[src/rtl/if_burst_sched_if.sv]
// Bundle between the per-GBF request generators, the burst scheduler and the
// off-chip interface port. The master side is the scheduler; the slave side
// is whatever drives requests and interface responses.
interface if_burst_sched_if #(
    parameter int CNT_W = 4
);
    logic [6:0]       Req;
    logic             IF_Rdy;
    logic             IF_Val;
    logic             IF_Req;
    logic [3:0]       IF_Cfg;
    logic             IF_RdWr;
    logic [6:0]       Gnt;
    logic [6:0]       Done;
    logic             Busy;
    logic [CNT_W-1:0] BeatCnt;

    modport master (
        input  Req, IF_Rdy, IF_Val,
        output IF_Req, IF_Cfg, IF_RdWr, Gnt, Done, Busy, BeatCnt
    );

    modport slave (
        output Req, IF_Rdy, IF_Val,
        input  IF_Req, IF_Cfg, IF_RdWr, Gnt, Done, Busy, BeatCnt
    );
endinterface

[src/rtl/if_burst_sched.sv]
// Burst scheduler: picks one GBF channel, requests the interface, counts a
// fixed-length data burst and pulses Done for the granted channel.
// Priority is FLGOFM > OFM > CFG, then round-robin over FLGWEI/WEI/FLGACT/ACT.
module if_burst_sched #(
    parameter int BURST_LEN = 16,
    parameter int CNT_W     = 4
) (
    input  logic              clk,
    input  logic              rst_n,
    input  logic              Reset,
    if_burst_sched_if.master  bus
);
    typedef enum logic [1:0] {IDLE, REQ, XFER, DONE} state_t;

    localparam logic [CNT_W-1:0] LAST_BEAT = CNT_W'(BURST_LEN - 1);

    state_t           stateReg;
    logic [6:0]       gntReg;
    logic [6:0]       doneReg;
    logic [3:0]       cfgReg;
    logic             rdWrReg;
    logic             ifReqReg;
    logic             busyReg;
    logic [CNT_W-1:0] cntReg;
    // Index 0..3 maps to Req bits 1..4 (FLGWEI, WEI, FLGACT, ACT).
    logic [1:0]       rrPtrReg;

    logic [1:0] rotIdx [4];
    logic       rrHit;
    logic [1:0] rrSel;
    logic [6:0] winGnt;
    logic [3:0] winCfg;
    logic       winRdWr;
    logic [1:0] rrAfter;

    // Round-robin candidate order, starting at the pointer and wrapping.
    genvar gi;
    generate
        for (gi = 0; gi < 4; gi++) begin : g_rot
            assign rotIdx[gi] = rrPtrReg + 2'(gi);
        end
    endgenerate

    // First requesting read-data channel in round-robin order.
    always_comb begin
        rrHit = 1'b0;
        rrSel = rrPtrReg;
        for (int k = 3; k >= 0; k--) begin
            if (bus.Req[3'(rotIdx[k]) + 3'd1]) begin
                rrHit = 1'b1;
                rrSel = rotIdx[k];
            end
        end
    end

    // Winner one-hot: fixed-priority channels first, then round-robin.
    always_comb begin
        winGnt = '0;
        if (bus.Req[5])      winGnt[5] = 1'b1;
        else if (bus.Req[6]) winGnt[6] = 1'b1;
        else if (bus.Req[0]) winGnt[0] = 1'b1;
        else if (rrHit)      winGnt[3'(rrSel) + 3'd1] = 1'b1;
    end

    // Channel code and direction of the winner.
    always_comb begin
        case (winGnt)
            7'b0000001: winCfg = 4'd0;
            7'b0000010: winCfg = 4'd8;
            7'b0000100: winCfg = 4'd6;
            7'b0001000: winCfg = 4'd4;
            7'b0010000: winCfg = 4'd2;
            7'b0100000: winCfg = 4'd10;
            7'b1000000: winCfg = 4'd11;
            default:    winCfg = 4'd15;
        endcase
        winRdWr = ~(winGnt[5] | winGnt[6]);
    end

    // Next round-robin start: the channel after the one just completed.
    always_comb begin
        case (gntReg[4:1])
            4'b0001: rrAfter = 2'd1;
            4'b0010: rrAfter = 2'd2;
            4'b0100: rrAfter = 2'd3;
            4'b1000: rrAfter = 2'd0;
            default: rrAfter = rrPtrReg;
        endcase
    end

    // Main FSM with registered outputs; soft Reset keeps the RR pointer.
    always_ff @(posedge clk) begin
        if (!rst_n || Reset) begin
            stateReg <= IDLE;
            gntReg   <= '0;
            doneReg  <= '0;
            cfgReg   <= 4'd15;
            rdWrReg  <= 1'b1;
            ifReqReg <= 1'b0;
            busyReg  <= 1'b0;
            cntReg   <= '0;
            if (!rst_n) begin
                rrPtrReg <= 2'd0;
            end
        end else begin
            case (stateReg)
                IDLE: begin
                    if (|bus.Req) begin
                        gntReg   <= winGnt;
                        cfgReg   <= winCfg;
                        rdWrReg  <= winRdWr;
                        ifReqReg <= 1'b1;
                        busyReg  <= 1'b1;
                        stateReg <= REQ;
                    end
                end
                REQ: begin
                    // A beat coinciding with IF_Rdy is not counted.
                    if (bus.IF_Rdy) begin
                        ifReqReg <= 1'b0;
                        cntReg   <= '0;
                        stateReg <= XFER;
                    end
                end
                XFER: begin
                    if (bus.IF_Val) begin
                        if (cntReg == LAST_BEAT) begin
                            cntReg   <= '0;
                            doneReg  <= gntReg;
                            stateReg <= DONE;
                        end else begin
                            cntReg <= cntReg + 1'b1;
                        end
                    end
                end
                DONE: begin
                    doneReg  <= '0;
                    gntReg   <= '0;
                    cfgReg   <= 4'd15;
                    rdWrReg  <= 1'b1;
                    busyReg  <= 1'b0;
                    rrPtrReg <= rrAfter;
                    stateReg <= IDLE;
                end
                default: stateReg <= IDLE;
            endcase
        end
    end

    assign bus.IF_Req  = ifReqReg;
    assign bus.IF_Cfg  = cfgReg;
    assign bus.IF_RdWr = rdWrReg;
    assign bus.Gnt     = gntReg;
    assign bus.Done    = doneReg;
    assign bus.Busy    = busyReg;
    assign bus.BeatCnt = cntReg;
endmodule

[src/flat_wrapper.sv]
// flat-port wrapper written by rule: the top's interface ports become plain ports
module if_burst_sched_flat 
#(
    parameter int BURST_LEN = 16,
    parameter int CNT_W     = 4
)
  (clk, rst_n, Reset, bus_Req, bus_IF_Rdy, bus_IF_Val, bus_IF_Req, bus_IF_Cfg, bus_IF_RdWr, bus_Gnt, bus_Done, bus_Busy, bus_BeatCnt);
  if_burst_sched_if #(.CNT_W(CNT_W)) bus_i ();
  input  logic clk;
  input  logic rst_n;
  input  logic Reset;
  input wire logic [$bits(bus_i.Req)-1:0] bus_Req;
  input wire logic [$bits(bus_i.IF_Rdy)-1:0] bus_IF_Rdy;
  input wire logic [$bits(bus_i.IF_Val)-1:0] bus_IF_Val;
  output wire logic [$bits(bus_i.IF_Req)-1:0] bus_IF_Req;
  output wire logic [$bits(bus_i.IF_Cfg)-1:0] bus_IF_Cfg;
  output wire logic [$bits(bus_i.IF_RdWr)-1:0] bus_IF_RdWr;
  output wire logic [$bits(bus_i.Gnt)-1:0] bus_Gnt;
  output wire logic [$bits(bus_i.Done)-1:0] bus_Done;
  output wire logic [$bits(bus_i.Busy)-1:0] bus_Busy;
  output wire logic [$bits(bus_i.BeatCnt)-1:0] bus_BeatCnt;
  assign bus_i.Req = bus_Req;
  assign bus_i.IF_Rdy = bus_IF_Rdy;
  assign bus_i.IF_Val = bus_IF_Val;
  assign bus_IF_Req = bus_i.IF_Req;
  assign bus_IF_Cfg = bus_i.IF_Cfg;
  assign bus_IF_RdWr = bus_i.IF_RdWr;
  assign bus_Gnt = bus_i.Gnt;
  assign bus_Done = bus_i.Done;
  assign bus_Busy = bus_i.Busy;
  assign bus_BeatCnt = bus_i.BeatCnt;
  if_burst_sched #(.BURST_LEN(BURST_LEN), .CNT_W(CNT_W)) u_core (.clk(clk), .rst_n(rst_n), .Reset(Reset), .bus(bus_i));
endmodule
[config.mk]
export PLATFORM = sky130hd
export DESIGN_NAME = if_burst_sched_flat
export DESIGN_NICKNAME = d
export VERILOG_FILES = /design/src/rtl/if_burst_sched_if.sv /design/src/rtl/if_burst_sched.sv /design/src/flat_wrapper.sv
export SDC_FILE = /design/constraint.sdc
export NUM_CORES = 1
export LEC_CHECK = 0
export CAP_MARGIN = 20
export CELL_PAD_IN_SITES_DETAIL_PLACEMENT = 1
export CELL_PAD_IN_SITES_GLOBAL_PLACEMENT = 1
export CORE_ASPECT_RATIO = 1.75
export CORE_UTILIZATION = 35
export DETAILED_ROUTE_END_ITERATION = 6
export PLACE_DENSITY_LB_ADDON = 0.1
export SYNTH_ARGS = -nofsm -noshare
export SYNTH_HDL_FRONTEND = slang
export SYNTH_SLANG_ARGS = --single-unit
[constraint.sdc]
create_clock -name clk -period 4.05 [get_ports clk]
set_clock_uncertainty 0.05 [all_clocks]
set_input_delay 0.405 -clock clk [delete_from_list [all_inputs] [get_ports clk]]
set_output_delay 0.405 -clock clk [all_outputs]
set_load 0.005 [all_outputs]
# [After elaboration in Yosys (flattened, before gate mapping)]
# Index checks and enable logic that the tools add are counted.
# Widths: inputs -> output; s select.
[totals] reg_bits=29 inputBits=12 out_inout_bits=25
[op_classes] n_addsub=9 n_lt_le_gt_ge=6 n_eq_ne=20 mux=53 bitwise_logic=2 n_reduce_logical=17
[op_table] operator="$mux 7" n=4
[op_table] operator="$pmux 4 s7" n=1
[op_table] operator="$pmux 7 s2" n=2
[op_table] operator="$mux 2" n=11
[op_table] operator="$lt 3x4->1 const B" n=5
[op_table] operator="$mux 1" n=16
[op_table] operator="$mux 4" n=4
[op_table] operator="$pmux 2 s4" n=2
[op_table] operator="$pmux 4 s2" n=2
[op_table] operator="$add 2x1->3 const B" n=5
[op_table] operator="$bmux 1 s3" n=4
[op_table] operator="$mux 6" n=2
[op_table] operator="$reduce_and 3->1" n=4
[op_table] operator="$reduce_bool 2->1" n=5
[op_table] operator="$eq 4x4->1 const B" n=2
[op_table] operator="$eq 7x1->1 const B" n=1
[op_table] operator="$eq 7x2->1 const B" n=1
[op_table] operator="$eq 7x3->1 const B" n=1
[op_table] operator="$eq 7x4->1 const B" n=1
[op_table] operator="$eq 7x5->1 const B" n=1
[op_table] operator="$eq 7x6->1 const B" n=1
[op_table] operator="$eq 7x7->1 const B" n=1
[op_table] operator="$reduce_or 7->1" n=1
[op_table] operator="$ne 2x2->1 const B" n=3
[op_table] operator="22 further kinds" n=27

# [Logic depth before layout (Yosys ltp)]
[depth] ltp_word=21 ltp_mapped=21

# [Least setup slack after synthesis]
# No wires, ideal clock.
[synth_timing] path_kind="register to register" startpoint="register u_core.rrPtrReg[0]" endpoint="register u_core.cfgReg[3] (netlist: u_core.bus.IF_Cfg[3])" setup_time_ns=0.134 arrival_ns=4.074 path_slack_ns=-0.208 path_stages_with_launch=20 synth_period_minus_slack_ns=4.258 cell_sequence="edfxtp_1 > buf_6 > buf_6 > inv_1 > ha_1 > buf_1 > mux4_2 > nand3_1 > o21ai_0 > a32o_1 > a21oi_1 > inv_1 > ha_1 > nor2_1 > nand2_1 > or4_1 > a21oi_2 > a2111oi_2 > nor3_1 > a32oi_1"
[synth_via] elab_chain_len=21 elab_cells_between_ends=47 classes_between="add/sub: 8; order compare: 2; eq/ne: 7; mux: 29; reduce/logical: 1"
[synth_lines] element="start: declaration" line_no="if_burst_sched.sv:26" text="logic [1:0] rrPtrReg;"
[synth_lines] element="start signal: assignment" line_no="if_burst_sched.sv:142" text="rrPtrReg <= rrAfter;"
[synth_lines] element="$add 2x2->2" line_no="if_burst_sched.sv:40" text="assign rotIdx[gi] = rrPtrReg + 2'(gi);"
[synth_lines] element="$add 2x1->3" line_no="if_burst_sched.sv:49" text="if (bus.Req[3'(rotIdx[k]) + 3'd1]) begin"
[synth_lines] element="$bmux 1 s3" line_no="if_burst_sched.sv:49"
[synth_lines] element="$mux 1 (implied by the code)" line_no="if_burst_sched.sv:49"
[synth_lines] element="$mux 2 (4 in a row)" line_no="if_burst_sched.sv:49"
[synth_lines] element="$add 2x1->3" line_no="if_burst_sched.sv:62" text="else if (rrHit) winGnt[3'(rrSel) + 3'd1] = 1'b1;"
[synth_lines] element="$lt 3x4->1 (implied by the code) / $ge 3x1->1 (equally long branches)" line_no="if_burst_sched.sv:62"
[synth_lines] element="$logic_and 1x1->1 (implied by the code)" line_no="if_burst_sched.sv:62"
[synth_lines] element="[... 2 more ...]"
[synth_lines] element="$mux 7 *" line_no="if_burst_sched.sv:62"
[synth_lines] element="$mux 1 / $mux 6 (equally long branches)" line_no="if_burst_sched.sv:61" text="else if (bus.Req[0]) winGnt[0] = 1'b1;"
[synth_lines] element="$mux 6 / $mux 1 (equally long branches)" line_no="if_burst_sched.sv:60" text="else if (bus.Req[6]) winGnt[6] = 1'b1;"
[synth_lines] element="$mux 5 / $mux 1 (equally long branches)" line_no="if_burst_sched.sv:59" text="if (bus.Req[5]) winGnt[5] = 1'b1;"
[synth_lines] element="$eq 7x7->1, or another cell as far along" line_no="if_burst_sched.sv:67" text="case (winGnt)"
[synth_lines] element="$pmux 4 s7 *" line_no="if_burst_sched.sv:67"
[synth_lines] element="$mux 4 *" line_no="if_burst_sched.sv:108" text="if (|bus.Req) begin"
[synth_lines] element="$pmux 4 s2 *" line_no="if_burst_sched.sv:106" text="case (stateReg)"
[synth_lines] element="end signal: assignment" line_no="if_burst_sched.sv:110" text="cfgReg <= winCfg;"
[synth_lines] element="end: declaration" line_no="if_burst_sched.sv:20" text="logic [3:0] cfgReg;"
# Every way passes the cells marked *; elsewhere a longest branch is shown, timed or not. The select of a mux whose other input is x is not followed.
# A chain may end at the register's enable or synchronous reset.

# [Worst setup path in the final report]
# Same ends and word-level chain as after synthesis.

==> results.cfg <==
[sta]
rsz0062_at_grt = no
final-hold-violation-count = 0
slew_headroom_pct = 41.6
finalMaxSlewViolations = 0
tightest_slew_ns = 0.874
setup_ws_ns = 0.231
period_needed_ns = 3.82
fmax_mhz = 262
finalSetupViolations = 0
period_share_pct = 94.3

[yosys]
postSynthAreaPerCell_um2 = 8.29
synth.most_common_cell = nor2_1
netlist_top_cells_area = dfxtp_1 27%, ha_1 8.7%, nor2_1 6.3%
ys.warnings.count = 0
synth-edff-count = 2
yosysSeqAreaShare_pct = 29.7
syn_inst = 244
netlist_area_um2 = 2020
yosysUniqueCellTypes = 50
synth_seq_cells = 29
synth_flop_cell = dfxtp_1
synth_top_cell_by_area = dfxtp_1
synth_nets = 270
synthArstFlopShare_pct = 0
yosysTopAreaCellShare_pct = 26.7
ys_top_cells_by_count = 34 x nor2_1, 27 x dfxtp_1, 24 x a21oi_1

[clocking]
ctsLongestPathBuffers = 2
htree_num_levels = 2
root_buffer = clkbuf_8
hold_buffers = 0
cts_tree = yes
clock_sinks = 29
worstSkewPairLatency_ns = 0.28
cts_inserted_buffers = 5
clk_pin_slew_ns = 0.07

[min_path]
holdCritPathClass = reg -> reg

[finish]
finalCoreUtilization_pct = 47.1
antennaDiodeCount = 0
final_nets = 314
areaGrowthSynthToFinish_pct = 29.9
nFillCells = 716
final_layout_size_suffix_gt1_share_pct = 13.5
design_area_um2 = 2630

[critical_path]
cp_data_arrival_time_ns = 3.92
crit_type = reg -> reg
cp-start-kind = register
required_ns = 4.16
crit_fanout = 16
critical_path.endpoint_type = register

[drt]
via_per_inst = 5.23
vias = 1910
wl_per_cell_um = 15.8
first_pass_iters = 4
drt_iter0_drc = 55
drc = 0
routed_wirelength_mm = 5.77
ant_nets = 0

[grt]
grt_most_used_layer = met2
antenna_found_initial = 0
grtUsageTotal_pct = 20.0
use_met3_pct = 1.63
met1_usage_pct = 19.1
grt_pass1_vias = 1992
grt_start_max_net_pins = 26
grt_pass1_wl_mm = 9.09
gr-total-overflow = 0
grtUsageMet2_pct = 40.9

[placement]
io_buffers = 36
dpl_cell_area_um2 = 2540
dpl.hpwl_mm = 4.56
dp_slack_ns = -0.0662
gp_congestion = 0.806

[die]
io_pins = 37
initial_core_util_pct = 36.2
dieWidth_um = 59.5
die_area_um2 = 6100
core_area_um2 = 5590
fp-row-count = 36
die_h_um = 103

[pwr]
vdd_ir_drop_max_mv = 0.212
leakage_nw = 0.974
power_density_nw_per_um2 = 305

[run_status]
status = completed

[job]
drv_cap = 0
## per-stage QoR
| step | setup TNS, ns | hold slack (ns) | instances | power [mW] |
|---|---|---|---|---|
| floorplan | 0 | 0.416 | 244 | 0.480 |
| global placement | 0 | 0.412 | 357 | 0.576 |
| detailed placement | -0.132 | 0.420 | 357 | 0.579 |
| CTS | 0 | 0.437 | 365 | 0.811 |
| global route | 0 | 0.461 | 365 | 0.851 |
| finish | 0 | 0.428 | 365 | 0.801 |
## final timing paths
kind,from,to,slack (ns),depth (start not counted)
setup reg to reg,u_core.rrPtrReg[0]$_SDFFCE_PP0P_,u_core.bus.IF_Cfg[3]$_SDFFE_PP1P_,0.23,14
hold / removal,u_core.bus.Done[1]$_SDFFE_PP0P_,u_core.bus.Done[1]$_SDFFE_PP0P_,0.43,2
setup / recovery,u_core.rrPtrReg[0]$_SDFFCE_PP0P_,u_core.bus.IF_Cfg[3]$_SDFFE_PP1P_,0.23,14
hold reg to reg,u_core.bus.Done[1]$_SDFFE_PP0P_,u_core.bus.Done[1]$_SDFFE_PP0P_,0.43,2
## sequential cells by signal (all words and copies together), names as in the netlist
name,cells
u_core.bus.IF_RdWr,1
u_core.rrPtrReg,2
u_core.bus.BeatCnt,4
u_core.bus.Done,7
u_core.bus.IF_Cfg,4
u_core.bus.Busy,1
u_core.bus.Gnt,7
u_core.stateReg,2
u_core.bus.IF_Req,1
## cell type report
class | instances | area (um^2) | area share, %
clock buffer | 5 | 68.8 | 2.62
clock inverter | 3 | 12.5 | 0.476
inverter | 10 | 37.5 | 1.43
multi-input combinational | 189 | 1310 | 50.0
sequential | 29 | 601 | 22.8
tap | 76 | 95.1 | 3.62
timing repair buffer | 53 | 500 | 19.0
## cells in the final DEF (no fill, tap or decap), drive strengths merged, types with 3 or more instances in the layout
master / synthesis / routed
clkdlybuf4s50: 0 / 36
nor2: 34 / 34
dfxtp: 27 / 27
a21oi: 25 / 25
nand2: 18 / 18
buf: 6 / 17
o21ai: 15 / 15
ha: 14 / 14
mux2i: 10 / 10
inv: 10 / 10
nand3b: 8 / 8
a22oi: 6 / 6
nand3: 5 / 5
nor4: 5 / 5
clkbuf: 10 / 5
nor3: 5 / 5
mux4: 4 / 4
nor2b: 4 / 4
xnor2: 4 / 4
a32oi: 3 / 3
mux2: 3 / 3
clkinv: 0 / 3
## routing by layer
| layer | routed length (um) | up-vias |
|---|---|---|
| met3 | 139 | 11 |
| met4 | 118 | 0 |
| met5 | 0 | - |
| met1 | 2160 | 908 |
| li1 | - | 955 |
| met2 | 3350 | 36 |
## report_power, final
group / total (mW) / leakage, nW / switching (mW) / internal (mW)
Sequential: 0.305 / 0.240 / 0.00758 / 0.298
Clock: 0.229 / 0.0430 / 0.113 / 0.115
Combinational: 0.267 / 0.691 / 0.144 / 0.123
## what timing repair did
action                                  4_1_cts  5_1_grt
resized for setup                             0        2
setup buffers                                 0        0
endpoints found under the setup margin        0        3
## logic make-up (layout without fill, tap and decap cells)
family / Yosys count / in the layout / synth area share, %
AOI/OAI and AO/OA: 65 / 65 / 21.3
xor gates and xnor gates: 6 / 6 / 2.60
and+or+nand+nor: 87 / 87 / 20.8
DFF: 29 / 29 / 29.7
buffers and inverters: 26 / 71 / 5.69
adders and majority gates: 14 / 14 / 8.66
muxes: 17 / 17 / 11.3
## worst max-delay path, cell delays in order, from the launching register on
cell and delay (ns):
edfxtp_1 0.46, buf_12 0.19, mux2_1 0.32, mux4_2 0.55, o21ai_2 0.19, a21oi_1 0.10
or2_2 0.35, ha_1 0.23, nor2_1 0.14, nand2_1 0.06, or4_1 0.42, a21oi_2 0.16
a2111oi_2 0.07, nor3_1 0.27, a32oi_1 0.13
(Power assumes the default switching activity.)
